$ cat config.mk
export PLATFORM = sky130hd
export DESIGN_NAME = idu_decode_stage
export DESIGN_NICKNAME = d
export VERILOG_FILES = /design/src/rtl/idu_decode_stage.sv
export SDC_FILE = /design/constraint.sdc
export NUM_CORES = 1
export LEC_CHECK = 0
export BUFFER_PORTS_ARGS = -buffer_cell sky130_fd_sc_hd__buf_2
export CORE_MARGIN = 2
export CORE_UTILIZATION = 31
export DETAILED_ROUTE_END_ITERATION = 6
export PLACE_DENSITY = 0.52
export SYNTH_ARGS = -nofsm -noshare
export SYNTH_HDL_FRONTEND = slang
export SYNTH_SLANG_ARGS = --single-unit
$ cat constraint.sdc
create_clock -name clk -period 5.1 [get_ports clk]
set_input_delay 0.765 -clock clk [delete_from_list [all_inputs] [get_ports clk]]
set_output_delay 0.765 -clock clk [all_outputs]
set_load 0.02 [all_outputs]
$ cat src/rtl/idu_decode_stage.sv
// idu_decode_stage: registered RV32I decode stage with a 2-entry skid buffer.
// Decodes opcode/funct3/funct7 of each accepted word into an instruction
// number, immediate format and register indices. The decoded result is held
// in an output register (OR) backed by a skid register (SK). Saturating
// counters track delivered and illegal instructions.
// The instruction-number codes are defined locally below; C_INV marks an
// illegal encoding. Only ISA_WIDTH = 32 is meaningful.
module idu_decode_stage #(
    parameter int ISA_WIDTH      = 32,
    parameter int INST_NUM_WIDTH = 6,
    parameter bit RV32E          = 1'b0,
    parameter int CNT_WIDTH      = 16
) (
    input  logic                      clk,
    input  logic                      rst,
    input  logic                      in_valid,
    output logic                      in_ready,
    input  logic [ISA_WIDTH-1:0]      in_inst,
    output logic                      out_valid,
    input  logic                      out_ready,
    output logic [ISA_WIDTH-1:0]      out_inst,
    output logic [INST_NUM_WIDTH-1:0] out_inst_num,
    output logic [2:0]                out_imm_type,
    output logic [4:0]                out_rd,
    output logic [4:0]                out_rs1,
    output logic [4:0]                out_rs2,
    output logic                      out_illegal,
    input  logic                      clr_cnt,
    output logic [CNT_WIDTH-1:0]      cnt_inst,
    output logic [CNT_WIDTH-1:0]      cnt_illegal
);

    localparam logic [INST_NUM_WIDTH-1:0]
        C_INV   = INST_NUM_WIDTH'(0),  C_LUI   = INST_NUM_WIDTH'(1),
        C_AUIPC = INST_NUM_WIDTH'(2),  C_JAL   = INST_NUM_WIDTH'(3),
        C_JALR  = INST_NUM_WIDTH'(4),  C_BEQ   = INST_NUM_WIDTH'(5),
        C_BNE   = INST_NUM_WIDTH'(6),  C_BLT   = INST_NUM_WIDTH'(7),
        C_BGE   = INST_NUM_WIDTH'(8),  C_BLTU  = INST_NUM_WIDTH'(9),
        C_BGEU  = INST_NUM_WIDTH'(10), C_LB    = INST_NUM_WIDTH'(11),
        C_LH    = INST_NUM_WIDTH'(12), C_LW    = INST_NUM_WIDTH'(13),
        C_LBU   = INST_NUM_WIDTH'(14), C_LHU   = INST_NUM_WIDTH'(15),
        C_SB    = INST_NUM_WIDTH'(16), C_SH    = INST_NUM_WIDTH'(17),
        C_SW    = INST_NUM_WIDTH'(18), C_ADDI  = INST_NUM_WIDTH'(19),
        C_SLTI  = INST_NUM_WIDTH'(20), C_SLTIU = INST_NUM_WIDTH'(21),
        C_XORI  = INST_NUM_WIDTH'(22), C_ORI   = INST_NUM_WIDTH'(23),
        C_ANDI  = INST_NUM_WIDTH'(24), C_SLLI  = INST_NUM_WIDTH'(25),
        C_SRLI  = INST_NUM_WIDTH'(26), C_SRAI  = INST_NUM_WIDTH'(27),
        C_ADD   = INST_NUM_WIDTH'(28), C_SUB   = INST_NUM_WIDTH'(29),
        C_SLL   = INST_NUM_WIDTH'(30), C_SLT   = INST_NUM_WIDTH'(31),
        C_SLTU  = INST_NUM_WIDTH'(32), C_XOR   = INST_NUM_WIDTH'(33),
        C_SRL   = INST_NUM_WIDTH'(34), C_SRA   = INST_NUM_WIDTH'(35),
        C_OR    = INST_NUM_WIDTH'(36), C_AND   = INST_NUM_WIDTH'(37),
        C_ECALL = INST_NUM_WIDTH'(38), C_EBREAK = INST_NUM_WIDTH'(39);

    localparam logic [2:0] IMM_NONE = 3'd0, IMM_I = 3'd1, IMM_S = 3'd2,
                           IMM_B = 3'd3, IMM_U = 3'd4, IMM_J = 3'd5;

    localparam int PKT_W = ISA_WIDTH + INST_NUM_WIDTH + 3 + 15 + 1;
    localparam logic [PKT_W-1:0] PKT_RST = {{ISA_WIDTH{1'b0}}, C_INV, IMM_NONE, 15'd0, 1'b0};

    logic [6:0]                w_op;
    logic [2:0]                w_f3;
    logic [6:0]                w_f7;
    logic [4:0]                w_rd_raw;
    logic [4:0]                w_rs1_raw;
    logic [4:0]                w_rs2_raw;
    logic [INST_NUM_WIDTH-1:0] w_num_raw;
    logic [2:0]                w_ty_raw;
    logic                      w_use_rd;
    logic                      w_use_rs1;
    logic                      w_use_rs2;
    logic                      w_bad_reg;
    logic                      w_ill;
    logic [INST_NUM_WIDTH-1:0] w_num;
    logic [2:0]                w_ty;
    logic [4:0]                w_rs2;
    logic [PKT_W-1:0]          w_dec_pkt;
    logic                      w_accept;
    logic                      w_or_free;
    logic                      w_deliver;

    logic                      r_or_valid;
    logic                      r_sk_valid;
    logic [PKT_W-1:0]          r_or_pkt;
    logic [PKT_W-1:0]          r_sk_pkt;
    logic [CNT_WIDTH-1:0]      r_cnt_inst;
    logic [CNT_WIDTH-1:0]      r_cnt_ill;

    assign w_op      = in_inst[6:0];
    assign w_f3      = in_inst[14:12];
    assign w_f7      = in_inst[31:25];
    assign w_rd_raw  = in_inst[11:7];
    assign w_rs1_raw = in_inst[19:15];
    assign w_rs2_raw = in_inst[24:20];

    // Map opcode/funct3/funct7 to an instruction code and immediate format.
    always_comb begin
        w_num_raw = C_INV;
        w_ty_raw  = IMM_NONE;
        if (w_op[1:0] == 2'b11) begin
            case (w_op[6:2])
                5'b01101: begin w_num_raw = C_LUI;   w_ty_raw = IMM_U; end
                5'b00101: begin w_num_raw = C_AUIPC; w_ty_raw = IMM_U; end
                5'b11011: begin w_num_raw = C_JAL;   w_ty_raw = IMM_J; end
                5'b11001: begin
                    w_ty_raw = IMM_I;
                    if (w_f3 == 3'b000) w_num_raw = C_JALR;
                end
                5'b11000: begin
                    w_ty_raw = IMM_B;
                    case (w_f3)
                        3'b000:  w_num_raw = C_BEQ;
                        3'b001:  w_num_raw = C_BNE;
                        3'b100:  w_num_raw = C_BLT;
                        3'b101:  w_num_raw = C_BGE;
                        3'b110:  w_num_raw = C_BLTU;
                        3'b111:  w_num_raw = C_BGEU;
                        default: w_num_raw = C_INV;
                    endcase
                end
                5'b00000: begin
                    w_ty_raw = IMM_I;
                    case (w_f3)
                        3'b000:  w_num_raw = C_LB;
                        3'b001:  w_num_raw = C_LH;
                        3'b010:  w_num_raw = C_LW;
                        3'b100:  w_num_raw = C_LBU;
                        3'b101:  w_num_raw = C_LHU;
                        default: w_num_raw = C_INV;
                    endcase
                end
                5'b01000: begin
                    w_ty_raw = IMM_S;
                    case (w_f3)
                        3'b000:  w_num_raw = C_SB;
                        3'b001:  w_num_raw = C_SH;
                        3'b010:  w_num_raw = C_SW;
                        default: w_num_raw = C_INV;
                    endcase
                end
                5'b00100: begin
                    w_ty_raw = IMM_I;
                    case (w_f3)
                        3'b000:  w_num_raw = C_ADDI;
                        3'b010:  w_num_raw = C_SLTI;
                        3'b011:  w_num_raw = C_SLTIU;
                        3'b100:  w_num_raw = C_XORI;
                        3'b110:  w_num_raw = C_ORI;
                        3'b111:  w_num_raw = C_ANDI;
                        3'b001:  w_num_raw = (w_f7 == 7'b0000000) ? C_SLLI : C_INV;
                        3'b101: begin
                            if (w_f7 == 7'b0000000)      w_num_raw = C_SRLI;
                            else if (w_f7 == 7'b0100000) w_num_raw = C_SRAI;
                        end
                        default: w_num_raw = C_INV;
                    endcase
                end
                5'b01100: begin
                    w_ty_raw = IMM_NONE;
                    if (w_f7 == 7'b0000000) begin
                        case (w_f3)
                            3'b000:  w_num_raw = C_ADD;
                            3'b001:  w_num_raw = C_SLL;
                            3'b010:  w_num_raw = C_SLT;
                            3'b011:  w_num_raw = C_SLTU;
                            3'b100:  w_num_raw = C_XOR;
                            3'b101:  w_num_raw = C_SRL;
                            3'b110:  w_num_raw = C_OR;
                            default: w_num_raw = C_AND;
                        endcase
                    end else if (w_f7 == 7'b0100000) begin
                        if (w_f3 == 3'b000)      w_num_raw = C_SUB;
                        else if (w_f3 == 3'b101) w_num_raw = C_SRA;
                    end
                end
                5'b11100: begin
                    w_ty_raw = IMM_I;
                    if (in_inst[31:7] == 25'h0000000)      w_num_raw = C_ECALL;
                    else if (in_inst[31:7] == 25'h0002000) w_num_raw = C_EBREAK;
                end
                default: w_num_raw = C_INV;
            endcase
        end
    end

    // Only the register fields an instruction actually uses are range-checked
    // in RV32E mode; U/J rs1 and I rs2 positions hold immediate bits.
    assign w_use_rd  = (w_ty_raw != IMM_S) && (w_ty_raw != IMM_B);
    assign w_use_rs1 = (w_ty_raw != IMM_U) && (w_ty_raw != IMM_J);
    assign w_use_rs2 = (w_ty_raw == IMM_NONE) || (w_ty_raw == IMM_S) || (w_ty_raw == IMM_B);
    assign w_bad_reg = RV32E && ((w_use_rd && w_rd_raw[4]) || (w_use_rs1 && w_rs1_raw[4]) ||
                                 (w_use_rs2 && w_rs2_raw[4]));

    assign w_ill     = (w_num_raw == C_INV) || w_bad_reg;
    assign w_num     = w_ill ? C_INV : w_num_raw;
    assign w_ty      = w_ill ? IMM_NONE : w_ty_raw;
    assign w_rs2     = ((w_ty == IMM_I) || (w_ty == IMM_U) || (w_ty == IMM_J)) ? 5'd0 : w_rs2_raw;
    assign w_dec_pkt = {in_inst, w_num, w_ty, w_rd_raw, w_rs1_raw, w_rs2, w_ill};

    assign in_ready  = !r_sk_valid;
    assign w_accept  = in_valid && !r_sk_valid;
    assign w_or_free = !r_or_valid || out_ready;
    assign w_deliver = r_or_valid && out_ready;

    // Skid buffer: OR refills from SK first so order is preserved; SK only
    // catches a beat when OR is held by back-pressure.
    always_ff @(posedge clk or negedge rst) begin
        if (!rst) begin
            r_or_valid <= 1'b0;
            r_sk_valid <= 1'b0;
            r_or_pkt   <= PKT_RST;
            r_sk_pkt   <= PKT_RST;
        end else if (w_or_free) begin
            if (r_sk_valid) begin
                r_or_pkt   <= r_sk_pkt;
                r_or_valid <= 1'b1;
                r_sk_valid <= 1'b0;
            end else if (w_accept) begin
                r_or_pkt   <= w_dec_pkt;
                r_or_valid <= 1'b1;
            end else begin
                r_or_valid <= 1'b0;
            end
        end else if (w_accept) begin
            r_sk_pkt   <= w_dec_pkt;
            r_sk_valid <= 1'b1;
        end
    end

    // Saturating delivery statistics; clear wins over a same-cycle delivery.
    always_ff @(posedge clk or negedge rst) begin
        if (!rst) begin
            r_cnt_inst <= '0;
            r_cnt_ill  <= '0;
        end else if (clr_cnt) begin
            r_cnt_inst <= '0;
            r_cnt_ill  <= '0;
        end else if (w_deliver) begin
            if (r_cnt_inst != '1) r_cnt_inst <= r_cnt_inst + CNT_WIDTH'(1);
            if (out_illegal && (r_cnt_ill != '1)) r_cnt_ill <= r_cnt_ill + CNT_WIDTH'(1);
        end
    end

    assign out_valid = r_or_valid;
    assign {out_inst, out_inst_num, out_imm_type, out_rd, out_rs1, out_rs2, out_illegal} = r_or_pkt;
    assign cnt_inst    = r_cnt_inst;
    assign cnt_illegal = r_cnt_ill;

endmodule
### Word level (Yosys, flattened, before mapping)

Index checks and enable logic that the tools add are counted.

* output and inout port bits: 91
* bits of input ports: 37
* flip-flop bits (word level): 148

* $add $sub $neg: 2
* equal/unequal tests: 24
* reductions and logical operators: 24
* bitwise gates (word level): 1
* mux-type cells: 34

Operators by type and width (count)
* 57-bit two-way mux: 2
* 16-bit two-way mux: 6
* 6-bit case mux with 10 select lines: 1
* 6-bit two-way mux: 8
* 6-bit case mux with 8 select lines: 1
* 6-bit case mux with 7 select lines: 1
* 16-bit by 1-bit adder with 16-bit output, second input constant: 2
* 16-bit inequality test, second input constant: 2
* 25-bit by 14-bit equality test with 1-bit output, second input constant: 1
* 25-bit logical NOT: 1
* 4-bit case mux with 6 select lines: 1
* 5-bit equality test, second input constant: 4
* 5-bit two-way mux: 4
* 4-bit case mux with 5 select lines: 1
* 3-bit equality test, second input constant: 6
* 5-bit by 4-bit equality test with 1-bit output, second input constant: 3
* 3-bit case mux with 5 select lines: 1
* 5-bit case mux with 3 select lines: 1
* 5-bit by 3-bit equality test with 1-bit output, second input constant: 2
* 2-bit nonzero test: 5
* 3-bit two-way mux: 3
* 2-bit AND reduction: 4
* 7-bit by 6-bit equality test with 1-bit output, second input constant: 1
* 7-bit logical NOT: 1
* other kinds (13): 23

### Logic depth before layout (Yosys ltp)

Gate-level depths: netlist (run 1).

* word-level depth: 15
* mapped depth: 10
* gate-level depth less buffers: 9

### Least setup slack after synthesis (run 1)

No wires, ideal clock.

* kind: input to register
* start: input port in_inst[13]
* end: register r_or_pkt[1]
* stages on the path: 9
* data arrival time: 2704 ps
* data required time: 4964 ps
* path slack: 2260 ps
* setup time: 136 ps
* buffers on the path: 1
* path through: buf_4 nor2b_1 a31oi_1 o21ai_1 a2111o_1 nand2b_4 or3_4 a221oi_4 o21ai_1

* word-level cells in the longest chain between the ends: 15
* elaborated cells on any way between the ends: 34
* classes of those cells: eq/ne: 11; mux: 18; reduce/logical: 5

Ends and longest elaborated chain
* from (decl): line 18 `input logic [ISA_WIDTH-1:0] in_inst,`
* 3-bit equality test
* 6-bit two-way mux: line 173 `else if (w_f3 == 3'b101) w_num_raw = C_SRA;`
* 6-bit two-way mux: line 172 `if (w_f3 == 3'b000) w_num_raw = C_SUB;`
* 6-bit two-way mux: line 171 `end else if (w_f7 == 7'b0100000) begin`
* 6-bit two-way mux: line 160 `if (w_f7 == 7'b0000000) begin`
* 6-bit case mux with 10 select lines *: line 101 `case (w_op[6:2])`
* 6-bit two-way mux *: line 100 `if (w_op[1:0] == 2'b11) begin`
* 6-bit logical NOT *: line 194 `assign w_ill = (w_num_raw == C_INV) || w_bad_reg;`
* 3-bit two-way mux *: line 196 `assign w_ty = w_ill ? IMM_NONE : w_ty_raw;`
* 3-bit by 1-bit equality test with 1-bit output or 3-bit equality test (tied branches): line 197 `assign w_rs2 = ((w_ty == IMM_I) || (w_ty == IMM_U) || (w_ty == IMM_J)) ? 5'd0 : w_rs2_raw;`
* 1-bit logical OR: line 197
* 1-bit logical OR *: line 197
* 5-bit two-way mux *: line 197
* 57-bit two-way mux *: line 218 `end else if (w_accept) begin`
* 57-bit two-way mux *: line 214 `if (r_sk_valid) begin`
* to (signal assigned): line 215 `r_or_pkt <= r_sk_pkt;`
* to (signal assigned): line 219 `r_or_pkt <= w_dec_pkt;`
* to (decl): line 84 `logic [PKT_W-1:0] r_or_pkt;`

Mark *: on every way between the ends. The rest lies on a longest branch, timed or not. The select of a mux whose other input is x is not followed.
A chain may end at the register's enable or synchronous reset.

### Worst setup path in the final report (run 1)

* start: input port in_inst[12]
* end: register r_or_pkt[4]

Same word-level chain as after synthesis.

==> results.toml, run 1 <==
[floorplan]
dieWidth_um = 148
core_um2 = 20400
fp.dieH_um = 148
row_count = 52
dieArea_um2 = 22000
ios = 128
initial_core_util = 0.317

[route]
vias = 5222
firstDrtPassIters = 4
postRouteAntennaNets = 0
via_per_inst = 4.79
routedWlPerCell_um = 15.2
drt_iter0_drc = 244
wirelength_um = 16600
drc = 0

[yosys]
synth_top_area_cell = "dfrtp_1"
yosysWarnings = 0
syn_inst = 705
synth_nets = 744
ys_seq_area_frac = 0.496
ys_top_cells_by_count = "nand2_1 (166), dfrtp_1 (128), nor2_1 (60)"
synth_top_area_share = 0.496
syn_avg_cell_area_um2 = 9.15
synth_edf_count = 0
synth_area_um2 = 6450
synthTopCellsByArea = "dfrtp_1 (50%), nand2_1 (9.7%), mux2i_1 (5.6%)"
synth_cell_type_count = 67
post-synth-top-count-cell = "nand2_1"
synth_ff_type = "dfrtp_1"
synthArstFlopShare = 1.00
ys_ff_latch = 128

[cts]
htreeDepth = 4
cts_tree = "done"
clkLatencyLatePin_ns = 0.42
clk_path_buf_depth = 2
clockRootBuffer = "clkbuf_16"
cts_resized = 0
ctsHoldBuffers = 0
clk_pin_slew_ns = 0.06
cts_inserted_buffers = 17
clkSinkCount = 128
postCtsSetupBuffers = 0

[setup_path]
crit_path_end_kind = "flop"
critPathRequiredTime_ns = 5.38
critical_path_arrival_ns = 3.30
worstSetupPathType = "in2reg"
crit_fanout = 20
crit_path_start_kind = "primary input"

[sta]
relSlewSlack = 0.378
drv_slew = 0
finalClockSkew_ns = 0.00650
tightestPinTransition_ns = 0.931
fin_crit_ns = 3.02
finalSetupViolations = 0
period_share = 0.592
timing_hold_violations_final = 0
holdWs_ns = 0.391
rsz0062_at_grt = "no"
tns_ns = 0
max_freq_ghz = 0.331

[global_route]
antenna_found_initial = 0
gr-total-overflow = 0
grt_use_total = 0.154
grt_pass1_vias = 4899
grt_max_degree = 89
grt_pass1_wl_um = 26800

[final_layout]
fin_util = 0.384
area_growth_pct = 21.0
finish.net_count = 845
drive_gt1_frac = 0.220
final_area_um2 = 7810

[power_and_ir_drop]
clockPowerShare = 0.422
p_int_w = 0.00209
peakVddDrop_v = 0.000215
leakagePower_nw = 3.69
switching_power_w = 0.000910
swShare = 0.303
powerDensity_nw_per_um2 = 384
combPwrFrac = 0.169
seq_power_share = 0.409

[placed_design]
placedInstanceArea_um2 = 7200
gp_congestion = 0.866
port_buffers = 127
place.detailed.hpwl_um = 11600

[flow_run]
drv_cap = 0

[run_status]
outcome = "finished clean"

[worst_hold_path]
hold_path_class = "in2async"
[through the flow]
| stage | setup slack (ns) | cells | total power [W] |
|---|---|---|---|
| final | 2.08 | 1090 | 0.00300 |
| after global routing | 1.85 | 1089 | 0.00315 |
| after CTS | 2.10 | 1089 | 0.00305 |
| after detailed placement | 1.66 | 1057 | 0.00176 |
| after global placement | 1.65 | 1057 | 0.00176 |
| after floorplan | 2.26 | 705 | 0.00158 |
[state kept, by name, summed over array words and instances (netlist names)]
| signal | flops |
|---|---|
| cnt_illegal | 16 |
| cnt_inst | 16 |
| r_or_pkt | 47 |
| out_valid | 1 |
| r_sk_valid | 1 |
| r_sk_pkt | 47 |
[path summary, 6_finish.rpt]
check / slack [ns] / from / cells past startpoint / endpoint
worst max-delay path: 2.08 / in_inst[12] / 8 / r_or_pkt[4]
worst min-delay path: 0.39 / rst / 1 / cnt_illegal[14]
worst max register to register: 2.22 / r_sk_valid / 4 / r_sk_pkt[21]
worst min register to register: 0.47 / r_sk_pkt[43] / 2 / r_sk_pkt[43]
max in group asynchronous: 3.57 / rst / 2 / r_sk_valid
min in group clk: 0.47 / r_sk_pkt[43] / 2 / r_sk_pkt[43]
[power by group through the flow]
stage | Sequential [W] | Clock, W | Combinational (W)
after floorplan | 0.00131 | 0 | 0.000269
after global placement | 0.00124 | 0 | 0.000514
after detailed placement | 0.00125 | 0 | 0.000516
after CTS | 0.00123 | 0.00130 | 0.000518
after global routing | 0.00125 | 0.00134 | 0.000564
final | 0.00123 | 0.00127 | 0.000507
[routing by layer]
metal | vias up | GRT usage | routed length (µm)
met3 | 12 | 0.0442 | 913
met4 | 0 | 0.0357 | 132
li1 | 2595 | - | -
met2 | 131 | 0.237 | 7440
met5 | - | 0 | 0
met1 | 2484 | 0.216 | 8060
[kinds of logic after synthesis]
group,after synthesis,share of synthesized area
buffers and inverters,64,0.0533
AOI/OAI and AO/OA,126,0.119
adders and majority gates,2,0.00388
muxes,37,0.0576
xor gates and xnor gates,32,0.0434
DFF,128,0.496
and+or+nand+nor,316,0.226
[worst max-delay path, stage by stage]
cell and delay (ns):
buf_2 0.32, nor2b_2 0.39, a21oi_1 0.12, nor3_1 0.39, nand3_1 0.20, or3_4 0.43
a221oi_4 0.54, o21ai_1 0.14
[layout make-up]
cell class / count / area (µm²)
timing repair buffer: 132 / 679
fill: 2110 / 12600
sequential: 128 / 3200
antenna: 1 / 2.50
clock inverter: 14 / 181
inverter: 14 / 52.6
tap: 270 / 338
multi-input combinational: 513 / 2920
clock buffer: 18 / 429
[cells in the final DEF, fill, tap and decap left out, types with 4 or more instances in the layout]
cell / n
a21oi_1: 17
and2_1: 5
and3_1: 6
buf_2: 126
buf_4: 5
clkbuf_16: 17
dfrtp_1: 127
inv_1: 13
mux2i_1: 36
nand2_1: 166
nand2b_1: 6
nand3_1: 26
nand4_1: 8
nor2_1: 60
nor2b_1: 4
nor3_1: 9
o21ai_0: 57
o21ai_1: 12
o31ai_1: 6
xnor2_1: 10
xor2_1: 22
Power figures use the tool's default switching activity.
==> run 2, diff against run 1 <==
--- a/config.mk
+++ b/config.mk
@@ -9,7 +9,7 @@
 export CORE_MARGIN = 2
 export CORE_UTILIZATION = 31
 export DETAILED_ROUTE_END_ITERATION = 6
-export PLACE_DENSITY = 0.52
+export PLACE_DENSITY = 0.54
 export SYNTH_ARGS = -nofsm -noshare
 export SYNTH_HDL_FRONTEND = slang
 export SYNTH_SLANG_ARGS = --single-unit
==> constraint.sdc (replaced) <==
create_clock -name clk -period 2.7 [get_ports clk]
set_input_delay 0.405 -clock clk [delete_from_list [all_inputs] [get_ports clk]]
set_output_delay 0.405 -clock clk [all_outputs]
set_load 0.02 [all_outputs]
==> results.toml, run 2 (synthesized netlist as in run 1, its figures left out) <==
[run_status]
outcome = "finished clean"

[sta]
fin_crit_ns = 2.41
timing_hold_violations_final = 0
holdWs_ns = 0.212
tns_ns = 0
relSlewSlack = 0.345
rsz0062_at_grt = "no"
max_freq_ghz = 0.415
drv_slew = 0
finalClockSkew_ns = 0.00848
finalSetupViolations = 0
tightestPinTransition_ns = 0.979
period_share = 0.892

[placed_design]
placed_cells = 1118
port_buffers = 127
place.detailed.hpwl_um = 12500
gp_congestion = 0.824

[setup_path]
regToRegSetupSlack_ns = 0.45
ff2ff_path_depth = 8
crit_family = "simple AND/OR/NAND/NOR gates"
reg2reg_to = "cnt_inst[15]"
cp_slowest_stage_delay_ns = 0.43
crit_path_start_kind = "primary input"
worstSetupPathType = "in2reg"
regToRegStartpoint = "cnt_inst[4]"
cp_slowest_cell = "nor4_2"
critPathRequiredTime_ns = 3.00
crit_cells = 10
worstSetupEndpoint = "r_or_pkt[2]"
cp.buffers_inverters = 3
crit_path_end_kind = "flop"
setup.worst_path.start = "in_inst[14]"
critical_path_arrival_ns = 2.70
crit_fanout = 14
worstPathCellList = "buf_2, inv_1, a32oi_1, o211ai_1, nor4_2, nand2b_4, or3_4, a221oi_4, buf_12, o21ai_1"

[global_route]
grt_max_degree = 64
gr-total-overflow = 0
grt_pass1_vias = 5381
grt_pass1_wl_um = 28600
antenna_found_initial = 0
grt_use_total = 0.164

[route]
postRouteAntennaNets = 0
via_per_inst = 4.76
vias = 5482
drt_iter0_drc = 212
firstDrtPassIters = 4
routedWlPerCell_um = 14.9
wirelength_um = 17200
drc = 0

[cts]
postCtsSetupBuffers = 0
cts_resized = 0
clkSinkCount = 128
clk_pin_slew_ns = 0.06
clkLatencyLatePin_ns = 0.42
htreeDepth = 4
clk_path_buf_depth = 2
clockRootBuffer = "clkbuf_16"
cts_tree = "done"
cts_inserted_buffers = 17

[floorplan]
ios = 128
initial_core_util = 0.317
fp.dieH_um = 148
core_um2 = 20400
dieWidth_um = 148
row_count = 52
dieArea_um2 = 22000

[final_layout]
drive_gt1_frac = 0.274
layout_commonest_cell = "nand2_1"
reg_top3 = "r_or_pkt x47, r_sk_pkt x47"
area_growth_pct = 29.5
final_cell_mix = "nand2_1 (166), dfrtp_1 (127), buf_2 (126)"
num_antenna_cells = 0
finish.net_count = 907
final_cell_count_no_fill = 1151

[power_and_ir_drop]
leakagePower_nw = 4.03
powerDensity_nw_per_um2 = 709
peakVddDrop_v = 0.000386

[flow_run]
drv_cap = 0

[worst_hold_path]
hold_path_class = "in2reg"
## run 2: power breakdown
part | leakage [nW] | switching [W] | internal [W]
combinational | 2.06 | 0.000667 | 0.000375
sequential | 1.65 | 0.000141 | 0.00217
clock | 0.318 | 0.000920 | 0.00166
## run 2: how the worst min path moves through the flow
stage,to,slack [ns],start,depth (start not counted)
6_report,r_sk_pkt[40],0.21,in_inst[15],3
3_3_place_gp,cnt_illegal[7],0.43,rst,1
4_1_cts,r_sk_pkt[40],0.19,in_inst[15],3
5_1_grt,r_sk_pkt[35],0.21,in_inst[10],3
2_1_floorplan,cnt_illegal[0],0.11,rst,0
3_5_place_dp,cnt_illegal[7],0.43,rst,1
## run 2: layer usage
metal,routed length (µm),vias up,GRT usage,part of all wire
met5,0,-,0,0
met4,120,0,0.0362,0.0070
met1,8220,2625,0.228,0.48
met2,8060,120,0.259,0.47
li1,-,2728,-,-
met3,752,9,0.0399,0.044
## run 2: worst reg2reg max path, delay by kind of cell, from the launching register on
family | cells | cell delay, ns
AND/OR/NAND/NOR | 6 | 1.29
XOR/XNOR | 1 | 0.15
AO/OA/AOI/OAI | 1 | 0.26
flip-flops | 1 | 0.41
## run 2: cell type report
type	count	area, µm²
Fill cell	2085	12000
Sequential cell	128	3200
Multi-Input combinational cell	513	2920
Timing Repair Buffer	194	1180
Clock buffer	18	429
Tap cell	270	338
Clock inverter	14	226
Inverter	14	52.6
## run 2: what timing repair did
| action | in CTS | in global routing |
|---|---|---|
| setup endpoints to repair | 0 | 0 |
| hold buffers | 1 | 0 |
| hold endpoints to repair | 51 | 0 |
## run 2: stage by stage
step	area [µm²]	util	power, W	setup slack, ns
6_report	8360	0.410	0.00593	0.291
5_1_grt	8360	0.410	0.00623	0.128
4_1_cts	8360	0.410	0.00602	0.289
3_5_place_dp	7690	0.378	0.00340	-0.166
3_3_place_gp	7690	0.378	0.00339	-0.154
2_1_floorplan	6450	-	0.00299	0.220
